## config.mk

```make
export PLATFORM = sky130hd
export DESIGN_NAME = midi_byte_parser
export DESIGN_NICKNAME = d
export VERILOG_FILES = /design/src/rtl/midi_pkg.sv /design/src/rtl/midi_byte_parser.sv
export SDC_FILE = /design/constraint.sdc
export NUM_CORES = 1
export LEC_CHECK = 0
export ABC_AREA = 1
export CAP_MARGIN = 30
export CORE_MARGIN = 4
export CORE_UTILIZATION = 52
export CTS_CLUSTER_DIAMETER = 100
export DETAILED_ROUTE_END_ITERATION = 12
export GPL_ROUTABILITY_DRIVEN = 0
export HOLD_SLACK_MARGIN = 0.08
export MAX_ROUTING_LAYER = met4
export PLACE_DENSITY_LB_ADDON = 0.05
export SYNTH_ARGS = -nofsm -noshare
export SYNTH_HDL_FRONTEND = slang
export SYNTH_SLANG_ARGS = --single-unit
```

## constraint.sdc

```tcl
create_clock -name reg_clk -period 3.45 [get_ports reg_clk]
set_input_delay 0.69 -clock reg_clk [delete_from_list [all_inputs] [get_ports reg_clk]]
set_output_delay 0.69 -clock reg_clk [all_outputs]
set_load 0.01 [all_outputs]
```

## src/rtl/midi_pkg.sv

```systemverilog
// Shared MIDI parser types, status constants and length helper.
// Imported by the byte parser and the status logic.
package midi_pkg;

  typedef enum logic [1:0] {
    IDLE  = 2'd0,
    DATA  = 2'd1,
    SYSEX = 2'd2
  } state_t;

  localparam logic [7:0] ST_SYSEX = 8'hF0;
  localparam logic [7:0] ST_EOX   = 8'hF7;
  localparam logic [7:0] ST_TUNE  = 8'hF6;
  localparam logic [7:0] RT_MIN   = 8'hF8;

  function automatic logic [1:0] data_len(
    input logic [7:0] s
  );
    logic [1:0] n;
    n = 2'd0;
    if (s[7:4] == 4'hC || s[7:4] == 4'hD)
      n = 2'd1;
    else if (s[7] && s[7:4] != 4'hF)
      n = 2'd2;
    else if (s == 8'hF1 || s == 8'hF3)
      n = 2'd1;
    else if (s == 8'hF2)
      n = 2'd2;
    return n;
  endfunction

endpackage

```

## src/rtl/midi_byte_parser.sv

```systemverilog
// MIDI byte framer: rx bytes -> status/index/data bundle.
// In: reg_clk, reg_reset, rx_valid, rx_byte. Out: byteready bundle, msg_done, rt_*, sysex_active, err_count.
module midi_byte_parser
  import midi_pkg::*;
#(
  parameter int ERR_W = 8
) (
  input  logic             reg_clk,
  input  logic             reg_reset,
  input  logic             rx_valid,
  input  logic [7:0]       rx_byte,
  output logic             byteready,
  output logic [7:0]       cur_status,
  output logic [7:0]       midibyte_nr,
  output logic [7:0]       midi_in_data,
  output logic             msg_done,
  output logic             rt_valid,
  output logic [7:0]       rt_byte,
  output logic             sysex_active,
  output logic [ERR_W-1:0] err_count
);

  state_t     state, state_n;
  logic [1:0] need, need_n;
  logic [7:0] idx, idx_n;
  logic       sys_com, sys_com_n;
  logic       clr, clr_n;
  logic [7:0] cs_n, nr_n, dat_n, rb_n;
  logic       br_n, md_n, rv_n;
  logic [1:0] err_inc;
  logic [ERR_W:0]   err_sum;
  logic [ERR_W-1:0] err_n;

  logic [7:0] idx_inc, idx_sat;
  logic       is_rt, is_data, is_eox, is_stat;

  assign idx_inc = idx + 8'd1;
  assign idx_sat = (idx == 8'hFF) ? 8'hFF : idx_inc;

  assign is_rt   = rx_byte >= RT_MIN;
  assign is_data = !rx_byte[7];
  assign is_eox  = rx_byte == ST_EOX;
  assign is_stat = rx_byte[7] && !is_rt && !is_eox;

  assign sysex_active = (state == SYSEX);

  assign err_sum = {1'b0, err_count}
                 + {{(ERR_W-1){1'b0}}, err_inc};
  assign err_n = err_sum[ERR_W] ? {ERR_W{1'b1}}
                                : err_sum[ERR_W-1:0];

  always_comb begin
    state_n   = state;
    need_n    = need;
    idx_n     = idx;
    sys_com_n = sys_com;
    clr_n     = 1'b0;
    // a finished system message drops its status
    // one cycle after the last byte was shown
    cs_n      = clr ? 8'h00 : cur_status;
    nr_n      = midibyte_nr;
    dat_n     = midi_in_data;
    rb_n      = rt_byte;
    br_n      = 1'b0;
    md_n      = 1'b0;
    rv_n      = 1'b0;
    err_inc   = 2'd0;
    if (rx_valid) begin
      unique case (1'b1)
        is_rt: begin
          rv_n = 1'b1;
          rb_n = rx_byte;
        end
        is_data: begin
          unique case (state)
            SYSEX: begin
              idx_n = idx_sat;
              nr_n  = idx_sat;
              dat_n = rx_byte;
              br_n  = 1'b1;
            end
            DATA: begin
              nr_n  = idx_inc;
              dat_n = rx_byte;
              br_n  = 1'b1;
              idx_n = idx_inc;
              if (idx_inc == {6'd0, need}) begin
                md_n  = 1'b1;
                idx_n = 8'd0;
                if (sys_com) begin
                  clr_n   = 1'b1;
                  state_n = IDLE;
                end
              end
            end
            default: err_inc = 2'd1;
          endcase
        end
        is_eox: begin
          if (state == SYSEX) begin
            nr_n    = idx_sat;
            dat_n   = rx_byte;
            br_n    = 1'b1;
            md_n    = 1'b1;
            clr_n   = 1'b1;
            idx_n   = 8'd0;
            state_n = IDLE;
          end else begin
            err_inc = 2'd1;
          end
        end
        is_stat: begin
          // status inside SysEx ends it implicitly
          err_inc = (state == SYSEX) ? 2'd1 : 2'd0;
          idx_n   = 8'd0;
          if (rx_byte == 8'hF4 || rx_byte == 8'hF5) begin
            err_inc = err_inc + 2'd1;
            cs_n    = 8'h00;
            state_n = IDLE;
          end else begin
            cs_n  = rx_byte;
            nr_n  = 8'd0;
            dat_n = rx_byte;
            br_n  = 1'b1;
            if (rx_byte == ST_TUNE) begin
              md_n    = 1'b1;
              clr_n   = 1'b1;
              state_n = IDLE;
            end else if (rx_byte == ST_SYSEX) begin
              state_n = SYSEX;
            end else begin
              need_n    = data_len(rx_byte);
              sys_com_n = rx_byte[7:4] == 4'hF;
              state_n   = DATA;
            end
          end
        end
      endcase
    end
  end

  always_ff @(posedge reg_clk or posedge reg_reset) begin
    if (reg_reset) begin
      state        <= IDLE;
      need         <= 2'd0;
      idx          <= 8'd0;
      sys_com      <= 1'b0;
      clr          <= 1'b0;
      cur_status   <= 8'h00;
      midibyte_nr  <= 8'h00;
      midi_in_data <= 8'h00;
      rt_byte      <= 8'h00;
      byteready    <= 1'b0;
      msg_done     <= 1'b0;
      rt_valid     <= 1'b0;
      err_count    <= '0;
    end else begin
      state        <= state_n;
      need         <= need_n;
      idx          <= idx_n;
      sys_com      <= sys_com_n;
      clr          <= clr_n;
      cur_status   <= cs_n;
      midibyte_nr  <= nr_n;
      midi_in_data <= dat_n;
      rt_byte      <= rb_n;
      byteready    <= br_n;
      msg_done     <= md_n;
      rt_valid     <= rv_n;
      err_count    <= err_n;
    end
  end

endmodule

```

==> out/results.tsv <==
stage	metric	value	unit
status	status	complete, no violations	
grt	grt_max_degree	58	
worst_hold_path	min_path_type	flop to flop	
timing	slew_violations	0	
pwr	p_comb_frac	0.264	
critical_path	reg2reg_to	err_count[2]	
critical_path	path_delay_family	simple AND/OR/NAND/NOR gates	
critical_path	cpMaxStageDelayCell	clkdlybuf4s50_1	
pwr	seqPwrFrac	0.413	
route	ant_nets	0	
pwr	clockPowerShare	0.323	
critical_path	critPathRequiredTime	3.69	ns
layout	postLayoutCellArea	3830	um^2
pwr	power-per-cell-area	549	nW/um^2
placed_design	place_area	3610	um^2
worst_hold_path	min_delay_path_depth	1	
route	routed_wl	6890	um
timing	setup_violations	0	
clocking	cts.repair.resized	0	
synth	yosys_warnings	0	
route	dr.pass1.iters	4	
layout	drive_gt1_frac	0.111	
timing	max_freq	325	MHz
pwr	switching_power	0.000613	W
critical_path	cp_num_buf_inv	4	
pwr	max-vdd-ir-drop	362	uV
timing	finalCritPeriodShare	0.892	
timing	worst-slew-pin-transition	0.698	ns
floorplan	fp.dieW	83.5	um
clocking	post_cts_buffers	0	
layout	final_cells	513	
grt	grt_pass1_wl	12300	um
critical_path	cpPeakStageDelay	0.52	ns
grt	grt.overflow.total	0	
placed_design	dp_hpwl	5150	um
clocking	cts_buffers	9	
placed_design	place_ws	0.0392	ns
timing	fin_crit	3.08	ns
synth	ys_seq_area_frac	0.481	
floorplan	die_h	83.5	um
layout	diodes	0	
route	drc_errors	0	
floorplan	core.rowCount	27	
clocking	clkSlewWorstSetupHoldPaths	0.06	ns
synth	syn-cell-area	2970	um^2
timing	finalHoldViolCount	0	
floorplan	core	5510	um^2
pwr	power.leakage	1.90	nW
pwr	p_sw_frac	0.292	
route	num_vias	2639	
clocking	cts_hold_buf	0	
synth	synthCells	370	
synth	syn-num-nets	388	
critical_path	worst-setup-path-type	primary input to flop	
critical_path	r2r_start	state[0]	
critical_path	cp.arrival	3.32	ns
run	cap_violations	0	
timing	finalSetupTns	0	ns
layout	final_core_util	0.696	
clocking	insertion_delay	0.32	ns
grt	antenna_found_initial	0	
clocking	cts_max_path_buffers	2	
clocking	clockRootBuffer	clkbuf_8	
critical_path	crit_chain	clkdlybuf4s50_1 > nand2_1 > nor2_1 > nand2_4 > inv_4 > nand2_4 > nand2_1 > inv_2 > a21oi_1 > ha_1 > inv_1 > fa_1 > nor2_1 > nand4_1 > nor2_1 > nand2_1 > o21ai_0	
grt	track_usage	0.223	
route	vias_per_cell	5.14	
grt	grt_pass1_vias	2679	
floorplan	initial_utilization	0.539	
clocking	cts_tree	yes	
timing	fin_ws	0.372	ns
clocking	cts_sinks	57	
clocking	htreeDepth	3	
layout	nets	456	
critical_path	worst-r2r-setup-slack	0.81	ns
synth	avgSynthCellArea	8.01	um^2
synth	synth_cell_types	32	
critical_path	end_kind	flop	
timing	slew_headroom	0.535	
critical_path	reg2reg_depth	13	
worst_hold_path	min-delay-start	rt_byte[6]	
placed_design	dp.cells	499	
worst_hold_path	min_to	rt_byte[6]	
placed_design	portBuffers	54	
pwr	intPower	0.00149	W
critical_path	cp_max_fo	9	
timing	rsz0062_at_grt	false	
route	post_drt_wl_per_cell	13.4	um
critical_path	critPathLaunchType	primary input	
layout	area_delta_synth_final	29.2	%
route	drtIter0Drc	94	
floorplan	pin_count	55	
synth	yosys_register_bits	57	
timing	finClkSkew	0.00497	ns
floorplan	fp.dieArea	6970	um^2
-- cell usage in the layout, fill, tap and decap left out, types with 2 or more instances in the layout --
cell | netlist | final
o21ai_0 | 31 | 31
inv_2 | 4 | 5
nor2_2 | 3 | 3
a21oi_1 | 3 | 3
nor3_1 | 2 | 2
o21ai_1 | 18 | 18
nor2_1 | 25 | 25
bufinv_16 | 0 | 2
nand2_1 | 108 | 108
nand3_1 | 31 | 31
ha_1 | 6 | 6
inv_4 | 2 | 2
nand2_4 | 4 | 4
buf_4 | 1 | 7
nor3_4 | 2 | 2
clkbuf_8 | 0 | 11
clkdlybuf4s50_1 | 0 | 54
dfrtp_1 | 57 | 57
or2_2 | 6 | 6
inv_1 | 45 | 44
nand4_1 | 7 | 7
-- power groups by stage --
stage	sequential (W)	clock, W	combinational [W]
after CTS	0.000868	0.000694	0.000559
after global placement	0.000878	0	0.000548
final	0.000868	0.000678	0.000555
after floorplan	0.000906	0	0.000253
after detailed placement	0.000877	0	0.000556
after global routing	0.000886	0.000735	0.000618
-- layout make-up --
cell class,instances,area [um^2]
sequential,57,1430
inverter,51,196
timing repair buffer,61,593
multi-input combinational,258,1310
fill,484,1680
clock inverter,3,65.1
clock buffer,11,151
tap,72,90.1
-- metal layers --
metal,GRT usage,routed length [um]
met1,0.286,3100
met2,0.351,3340
met4,0.0746,102
met3,0.0543,347
met5,-,0
-- registers in the layout, summed over array words and instances, names as in the netlist --
signal and count:
state 2, sys_com 1, cur_status 8, byteready 1
rt_valid 1, need 2, midibyte_nr 8, msg_done 1
midi_in_data 8, err_count 8, rt_byte 8, idx 8
clr 1
-- per-stage QoR --
| stage | power [W] | hold slack, ns |
|---|---|---|
| 6_report | 0.00210 | 0.464 |
| 5_1_grt | 0.00224 | 0.500 |
| 4_1_cts | 0.00212 | 0.470 |
| 3_5_place_dp | 0.00143 | 0.455 |
| 3_3_place_gp | 0.00143 | 0.452 |
| 2_1_floorplan | 0.00116 | 0.467 |
-- cells in the mapped netlist --
| library cell | n | area share |
|---|---|---|
| a211oi_1 | 1 | 0.0025 |
| inv_1 | 45 | 0.057 |
| nand2_1 | 108 | 0.14 |
| inv_2 | 4 | 0.0051 |
| dfrtp_1 | 57 | 0.48 |
| a22oi_1 | 1 | 0.0025 |
| buf_4 | 1 | 0.0025 |
| nor2_1 | 25 | 0.032 |
| o21a_1 | 1 | 0.0025 |
| xor2_1 | 1 | 0.0030 |
| fa_1 | 1 | 0.0068 |
| nand4_4 | 1 | 0.0072 |
| ha_1 | 6 | 0.025 |
| o21ai_0 | 31 | 0.052 |
| buf_6 | 2 | 0.0076 |
| nand3_1 | 31 | 0.052 |
| nor3_4 | 2 | 0.011 |
| nor2_4 | 1 | 0.0038 |
| o21ai_2 | 1 | 0.0030 |
| buf_2 | 1 | 0.0017 |
| nand4_2 | 1 | 0.0042 |
| inv_4 | 2 | 0.0042 |
| a21oi_1 | 3 | 0.0051 |
| o21ai_1 | 18 | 0.030 |
| nor3_2 | 1 | 0.0034 |
| nor2_2 | 3 | 0.0063 |
| nand4_1 | 7 | 0.015 |
| nand2_2 | 1 | 0.0021 |
| or2_2 | 6 | 0.013 |
| xnor2_1 | 1 | 0.0030 |
| nand2_4 | 4 | 0.015 |
| nor3_1 | 2 | 0.0034 |
-- cell families after synthesis --
group | synth area share
adder cells (fa/ha/maj) | 0.0321
AND/OR/NAND/NOR | 0.305
AO/OA/AOI/OAI | 0.0983
XOR/XNOR | 0.00591
buffers and inverters | 0.0781
flip-flops | 0.481
-- how the worst max path moves through the flow --
stage | startpoint | to | slack (ns) | depth (start not counted)
2_1_floorplan | rx_byte[7] | err_count[6] | 0.64 | 14
3_3_place_gp | rx_byte[6] | err_count[2] | 0.13 | 14
3_5_place_dp | rx_byte[1] | err_count[2] | 0.04 | 17
4_1_cts | rx_byte[1] | err_count[6] | 0.39 | 17
5_1_grt | rx_byte[6] | err_count[6] | 0.1 | 14
6_report | rx_byte[1] | err_count[2] | 0.37 | 17
(Power assumes the default switching activity.)
